--- src/rtl/des_pkg.sv ---
// Shared widths, idle filler and FSM state types for the DES byte packer.
package des_pkg;

    localparam int BLK_W  = 64;
    localparam int BYTE_W = 8;
    localparam int IDX_W  = $clog2(BLK_W / BYTE_W);
    localparam int LSB_W  = $clog2(BLK_W);

    localparam logic [BYTE_W-1:0] IDLE_FILL = 8'hFF;

    typedef enum logic {
        COLLECT = 1'b0,
        FULL    = 1'b1
    } rx_state_t;

    typedef enum logic {
        IDLE = 1'b0,
        SEND = 1'b1
    } tx_state_t;

endpackage

--- src/rtl/des_byte_lane.sv ---
// Maps a byte index to the bit offset of its 8-bit lane inside a 64-bit block,
// honouring the byte order chosen by MSB_FIRST.
module des_byte_lane
    import des_pkg::*;
#(
    parameter int MSB_FIRST = 1
)
(
    input  logic [IDX_W-1:0] idx,
    output logic [LSB_W-1:0] lsb
);

    // With MSB_FIRST the first byte lives at bits [63:56], so the lane number
    // is the bitwise inverse of the index (7 - idx for a 3-bit index).
    assign lsb = {(MSB_FIRST != 0) ? ~idx : idx, 3'b000};

endmodule

--- src/rtl/des_byte_packer.sv ---
// Byte-serial to 64-bit block packer (receive) and block to byte unpacker (transmit).
// Optional sticky overrun/underrun flags are built when DES_PACK_STATUS_EN is defined.
module des_byte_packer
    import des_pkg::*;
#(
    parameter int MSB_FIRST = 1
)
(
    input  logic              clk,
    input  logic              rst,
    input  logic [BYTE_W-1:0] byte_in,
    input  logic              byte_vld,
    input  logic              byte_req,
    output logic [BYTE_W-1:0] byte_out,
    output logic [BLK_W-1:0]  blk_data,
    output logic              blk_vld,
    input  logic              blk_rdy,
    input  logic [BLK_W-1:0]  res_data,
    input  logic              res_vld,
    output logic              res_rdy
`ifdef DES_PACK_STATUS_EN
    ,
    output logic              ovr_err,
    output logic              udr_err
`endif
);

    rx_state_t         rx_state;
    tx_state_t         tx_state;
    logic [IDX_W-1:0]  rx_idx;
    logic [IDX_W-1:0]  tx_idx;
    logic [LSB_W-1:0]  rx_lsb;
    logic [LSB_W-1:0]  tx_lsb;
    logic [BLK_W-1:0]  hold;

    des_byte_lane #(.MSB_FIRST(MSB_FIRST)) u_rx_lane (.idx(rx_idx), .lsb(rx_lsb));
    des_byte_lane #(.MSB_FIRST(MSB_FIRST)) u_tx_lane (.idx(tx_idx), .lsb(tx_lsb));

    // Receive side: fill lanes in COLLECT, freeze the block in FULL until accepted.
    always_ff @(posedge clk or posedge rst) begin
        // NOTE: registered state uses non-blocking assignments so every block sees pre-edge values.
        if (rst) begin
            rx_state <= COLLECT;
            rx_idx   <= '0;
            blk_data <= '0;
            blk_vld  <= 1'b0;
        end else begin
            case (rx_state)
                COLLECT: begin
                    if (byte_vld) begin
                        blk_data[rx_lsb +: BYTE_W] <= byte_in;
                        rx_idx <= rx_idx + 3'd1;
                        if (rx_idx == 3'd7) begin
                            rx_state <= FULL;
                            blk_vld  <= 1'b1;
                        end
                    end
                end
                FULL: begin
                    if (blk_rdy) begin
                        rx_state <= COLLECT;
                        blk_vld  <= 1'b0;
                    end
                end
                default: rx_state <= COLLECT;
            endcase
        end
    end

    // Transmit side: res_rdy is registered so it stays low for one cycle after reset.
    always_ff @(posedge clk or posedge rst) begin
        // NOTE: the holding register is a plain 64-bit register, so it is reset with everything else.
        if (rst) begin
            tx_state <= IDLE;
            tx_idx   <= '0;
            hold     <= '0;
            byte_out <= IDLE_FILL;
            res_rdy  <= 1'b0;
        end else begin
            case (tx_state)
                IDLE: begin
                    if (byte_req) byte_out <= IDLE_FILL;
                    if (res_vld && res_rdy) begin
                        hold     <= res_data;
                        tx_idx   <= '0;
                        tx_state <= SEND;
                        res_rdy  <= 1'b0;
                    end else begin
                        res_rdy  <= 1'b1;
                    end
                end
                SEND: begin
                    if (byte_req) begin
                        byte_out <= hold[tx_lsb +: BYTE_W];
                        tx_idx   <= tx_idx + 3'd1;
                        if (tx_idx == 3'd7) begin
                            tx_state <= IDLE;
                            res_rdy  <= 1'b1;
                        end
                    end
                end
                default: tx_state <= IDLE;
            endcase
        end
    end

`ifdef DES_PACK_STATUS_EN
    // Sticky error flags; only reset clears them.
    always_ff @(posedge clk or posedge rst) begin
        if (rst) begin
            ovr_err <= 1'b0;
            udr_err <= 1'b0;
        end else begin
            if (rx_state == FULL && byte_vld) ovr_err <= 1'b1;
            if (tx_state == IDLE && byte_req) udr_err <= 1'b1;
        end
    end
`endif

endmodule

--- config.mk ---
export PLATFORM = sky130hd
export DESIGN_NAME = des_byte_packer
export DESIGN_NICKNAME = d
export VERILOG_FILES = /design/src/rtl/des_pkg.sv /design/src/rtl/des_byte_lane.sv /design/src/rtl/des_byte_packer.sv
export SDC_FILE = /design/constraint.sdc
export NUM_CORES = 1
export LEC_CHECK = 0
export ABC_CLOCK_PERIOD_IN_PS = 10950
export BUFFER_PORTS_ARGS = -buffer_cell sky130_fd_sc_hd__buf_4
export CAP_MARGIN = 20
export CORE_MARGIN = 4
export CORE_UTILIZATION = 58
export DETAILED_ROUTE_END_ITERATION = 8
export PLACE_DENSITY = 0.85
export SYNTH_ARGS = -nofsm -noshare
export SYNTH_HDL_FRONTEND = slang
export SYNTH_SLANG_ARGS = --single-unit
--- constraint.sdc ---
create_clock -name clk -period 10.95 [get_ports clk]
set_input_delay 2.19 -clock clk [delete_from_list [all_inputs] [get_ports clk]]
set_output_delay 2.19 -clock clk [all_outputs]
set_load 0.005 [all_outputs]
# Yosys cells after proc, flatten, opt, wreduce, memory -nomap -nowiden
# Cells that the tools add are included.
dict set report classes {
  n_addsub 3
  mul 0
  n_div 0
  order_cmp 0
  n_eq_ne 9
  n_shift 3
  n_mux 23
  bitwise 4
  n_reduce_logical 7
}
# cell n
set ops {}
lappend ops {{$bwmux 64} 1}
lappend ops {{$shift 8x8->64 const A} 1}
lappend ops {{$shiftx 64x7->8} 1}
lappend ops {{$shiftx 8x8->64} 1}
lappend ops {{$mux 8} 2}
lappend ops {{$pmux 8 s2} 1}
lappend ops {{$mux 1} 12}
lappend ops {{$ne 2x2->1 const B} 6}
lappend ops {{$reduce_and 2->1} 5}
lappend ops {{$neg 6->8} 1}
lappend ops {{$pmux 1 s2} 4}
lappend ops {{$add 3x1->3 const B} 2}
lappend ops {{$eq 3x3->1 const B} 2}
lappend ops {{$mux 3} 2}
lappend ops {{$not 3->3} 2}
lappend ops {{$pmux 3 s2} 1}
lappend ops {{$reduce_and 3->1} 1}
lappend ops {{$ne 2x1->1 const B} 1}
lappend ops {{$not 1->1} 2}
lappend ops {{$logic_and 1x1->1} 1}
dict set report totals {
  reg_bits 146
  latch_bits 0
  ram_bits 0
  romBits 0
  wordCells 58
  n_memories 0
}

# Longest topological paths before layout
dict set report depth {
  ltp_word 4
  ltp_mapped 6
}

# Cells and area by module
# Synthesis repeated with hierarchy kept, for this count alone.
dict set report hier_totals {
  hier_cells 1040
  hier_area_um2 10476.3
}
# module n_inst cells_each area_each_um2
set modules_own_cells {}
lappend modules_own_cells {des_byte_packer 1 1026 10401.2}
lappend modules_own_cells {des_byte_lane 2 7 37.5}

# Worst setup path before layout
# OpenSTA, ideal clock, no wires.
dict set report synth_path {
  kind {input to register}
  startpoint {in byte_vld}
  endpoint {reg blk_data[0]}
  t_arrival_ns 3.084
  slack_ns 7.741
  path_stages 5
  path_cell_list {nor2b_2 > buf_6 > buf_8 > nand3b_4 > mux2_4}
}
dict set report synth_between {
  elab_chain_len 1
}
# item line_no
set synth_lines {}
lappend synth_lines {{start: declaration} des_byte_packer.sv:12} ;# input logic byte_vld,
lappend synth_lines {{$reduce_and 2->1 (no line)} --}
lappend synth_lines {{end signal: indexed assignment} des_byte_packer.sv:51} ;# blk_data[rx_lsb +: BYTE_W] <= byte_in;
lappend synth_lines {{end: declaration} des_byte_packer.sv:15} ;# output logic [BLK_W-1:0] blk_data,
# Every way passes these cells.
# A chain may end at the register's enable or synchronous reset.

# Worst setup path after layout
dict set report layout_path {
  startpoint {in byte_vld}
  endpoint {reg blk_data[20]}
}
# Same word-level chain as after synthesis.

==> results.sh <==
export IMPL_clk_path_buf_depth=2
export IMPL_die_h_microns=115.2
export IMPL_fin_crit_sh_pct=32.88
export IMPL_crit_path_start_kind="primary input"
export IMPL_clk_pin_slew_ns=0.06
export IMPL_fin_setup_tns_ns=0
export IMPL_hold_viol=0
export IMPL_ys_seq_elements=146
export IMPL_htreeDepth=4
export IMPL_coreArea_sq_mm=0.01103
export IMPL_fmax_mhz=277.8
export IMPL_worst_pin_slew_ns=1.045
export IMPL_wl_per_cell_microns=19.82
export IMPL_final_common_cell="buf_4"
export IMPL_drt_pass1_iterations=4
export IMPL_pre_cts_slack_ns=6.933
export IMPL_powerDensity_mw_per_mm2=282.0
export IMPL_synth_avg_cell_area_sq_um=15.47
export IMPL_hold_buffers=0
export IMPL_status="finished clean"
export IMPL_die_area_sq_mm=0.01328
export IMPL_tritoncts="yes"
export IMPL_track_usage_pct=23.17
export IMPL_required_ns=11.25
export IMPL_antenna_left=0
export IMPL_grt_max_degree=75
export IMPL_drive_above_1_share_pct=52.43
export IMPL_cp_data_arrival_time_ns=3.90
export IMPL_syn_num_nets=517
export IMPL_hp_class="reg -> reg"
export IMPL_ys_warn_count=0
export IMPL_rsz0062_at_grt="no"
export IMPL_vias_per_cell=5.400
export IMPL_nets=670
export IMPL_setup_violations=0
export IMPL_rows=38
export IMPL_layout_common_cells="buf_4 (153), dfrtp_1 (138), mux2_2 (65)"
export IMPL_grt_pass1_wl_mm=23.25
export IMPL_peakVddDrop_mv=0.1733
export IMPL_insertion_delay_ns=0.41
export IMPL_cp_end_kind="flop"
export IMPL_post_cts_buffers=0
export IMPL_hpwlAfterDp_mm=10.54
export IMPL_drtIter0Drc=228
export IMPL_cts_sinks=146
export IMPL_worstSetupPathType="in -> reg"
export IMPL_cp_max_fo=14
export IMPL_finalCriticalPeriod_ns=3.600
export IMPL_fin_ws_ns=7.350
export IMPL_cts_resized=0
export IMPL_fin_skew_ns=0.006058
export IMPL_ys_types=42
export IMPL_gr_total_overflow=0
export IMPL_area_growth_syn_to_layout_pct=26.34
export IMPL_ctsRootBufferMaster="clkbuf_16"
export IMPL_grt_pass1_vias=4294
export IMPL_seq_area_frac_synth_pct=54.93
export IMPL_final_max_slew_viol_count=0
export IMPL_portBuffers=151
export IMPL_die_w_microns=115.2
export IMPL_synthesis_instances=431
export IMPL_p_leak_uw=0.004186
export IMPL_numCtsBuffers=17
export IMPL_pin_count=152
export IMPL_synth_area_sq_mm=0.006669
export IMPL_num_vias=3980
export IMPL_dp_cells=705
export IMPL_drc=0
export IMPL_cap_violations=0
export IMPL_diodes=0
export IMPL_relSlewSlack_pct=30.00
export IMPL_routed_wl_mm=14.61
export IMPL_start_util_pct=60.46
export IMPL_gp_congestion=0.7991
export IMPL_antenna_found_initial=0
export IMPL_fin_cells=737
per-stage QoR:
step	instance area, sq um	power, uW	hold WS [ns]	util, %
after floorplan	6669	1523	0.4569	-
after global placement	7853	1783	0.4675	71.19
after detailed placement	7853	1832	0.4823	71.19
after CTS	8426	2396	0.4919	76.38
after global routing	8426	2514	0.5069	76.38
final	8426	2376	0.4932	76.38
logic make-up (layout without fill, tap and decap cells):
group | count (synthesis) | count (layout) | synth area share (%)
xor+xnor | 1 | 1 | 0.1314
compound gates | 24 | 24 | 2.889
buf+inv | 24 | 190 | 2.458
mux | 153 | 153 | 29.76
flops | 146 | 146 | 54.93
fa+ha+maj | 8 | 8 | 1.501
simple gates | 75 | 75 | 8.330
critical path, stage by stage:
cell and delay (ns):
buf_4 0.07, nor2b_2 0.82, nand4_2 0.41, mux2_2 0.39
sequential cells by signal, summed over array words and instances (netlist names):
name and count:
rx_idx 3, rx_state 1, hold 64, blk_data 64, tx_state 1, blk_vld 1, byte_out 8, tx_idx 3
res_rdy 1
Yosys cell counts, drive strengths merged:
cell,number,area share [%]
mux2,144,27
clkbuf,4,0.23
nand2,12,0.68
nand3b,2,0.60
and2,26,2.4
buf,15,2.0
xnor2,1,0.13
mux2i,1,0.15
and3b,1,0.13
and2b,1,0.11
ha,8,1.5
a21oi,10,0.75
or3,1,0.094
o21ai,3,0.23
nor2b,2,0.23
nor2,9,0.51
a31oi,3,0.51
nor3b,3,0.49
inv,5,0.28
nor3,1,0.075
mux4,8,3.1
nand4,4,1.1
nand2b,6,0.56
dfstp,8,3.2
dfrtp,138,52
nand3,7,1.3
a21boi,1,0.11
a221oi,7,1.3
layout make-up:
type	count	area (sq um)
clock buffer	27	523.0
clock inverter	5	50.05
fill	685	2605
inverter	5	23.77
multi-input combinational	261	2841
sequential	146	3664
tap	140	175.2
timing repair buffer	153	1149
path summary, 6_finish.rpt:
check,start,slack [ns],depth (start not counted),end
hold reg to reg,blk_data[32]$_DFFE_PP0P_,0.49,1,blk_data[32]$_DFFE_PP0P_
setup / recovery,byte_vld,7.35,4,blk_data[20]$_DFFE_PP0P_
hold / removal,blk_data[32]$_DFFE_PP0P_,0.49,1,blk_data[32]$_DFFE_PP0P_
setup reg to reg,rx_idx[0]$_DFFE_PP0P_,8.53,5,blk_data[48]$_DFFE_PP0P_
max in group asynchronous,rst,7.71,3,hold[8]$_DFFE_PP0P_
min in group asynchronous,rst,1.88,2,blk_data[20]$_DFFE_PP0P_
layer usage:
| metal | track usage (%) | routed length (microns) |
|---|---|---|
| met5 | 0 | 0 |
| met4 | 8.685 | 331 |
| met3 | 5.368 | 714 |
| met2 | 36.23 | 7108 |
| met1 | 31.89 | 6452 |
power breakdown:
group          switching (uW)  internal [uW]
sequential                163            781
combinational             364            515
clock                     206            348
Power figures use the tool's default switching activity.
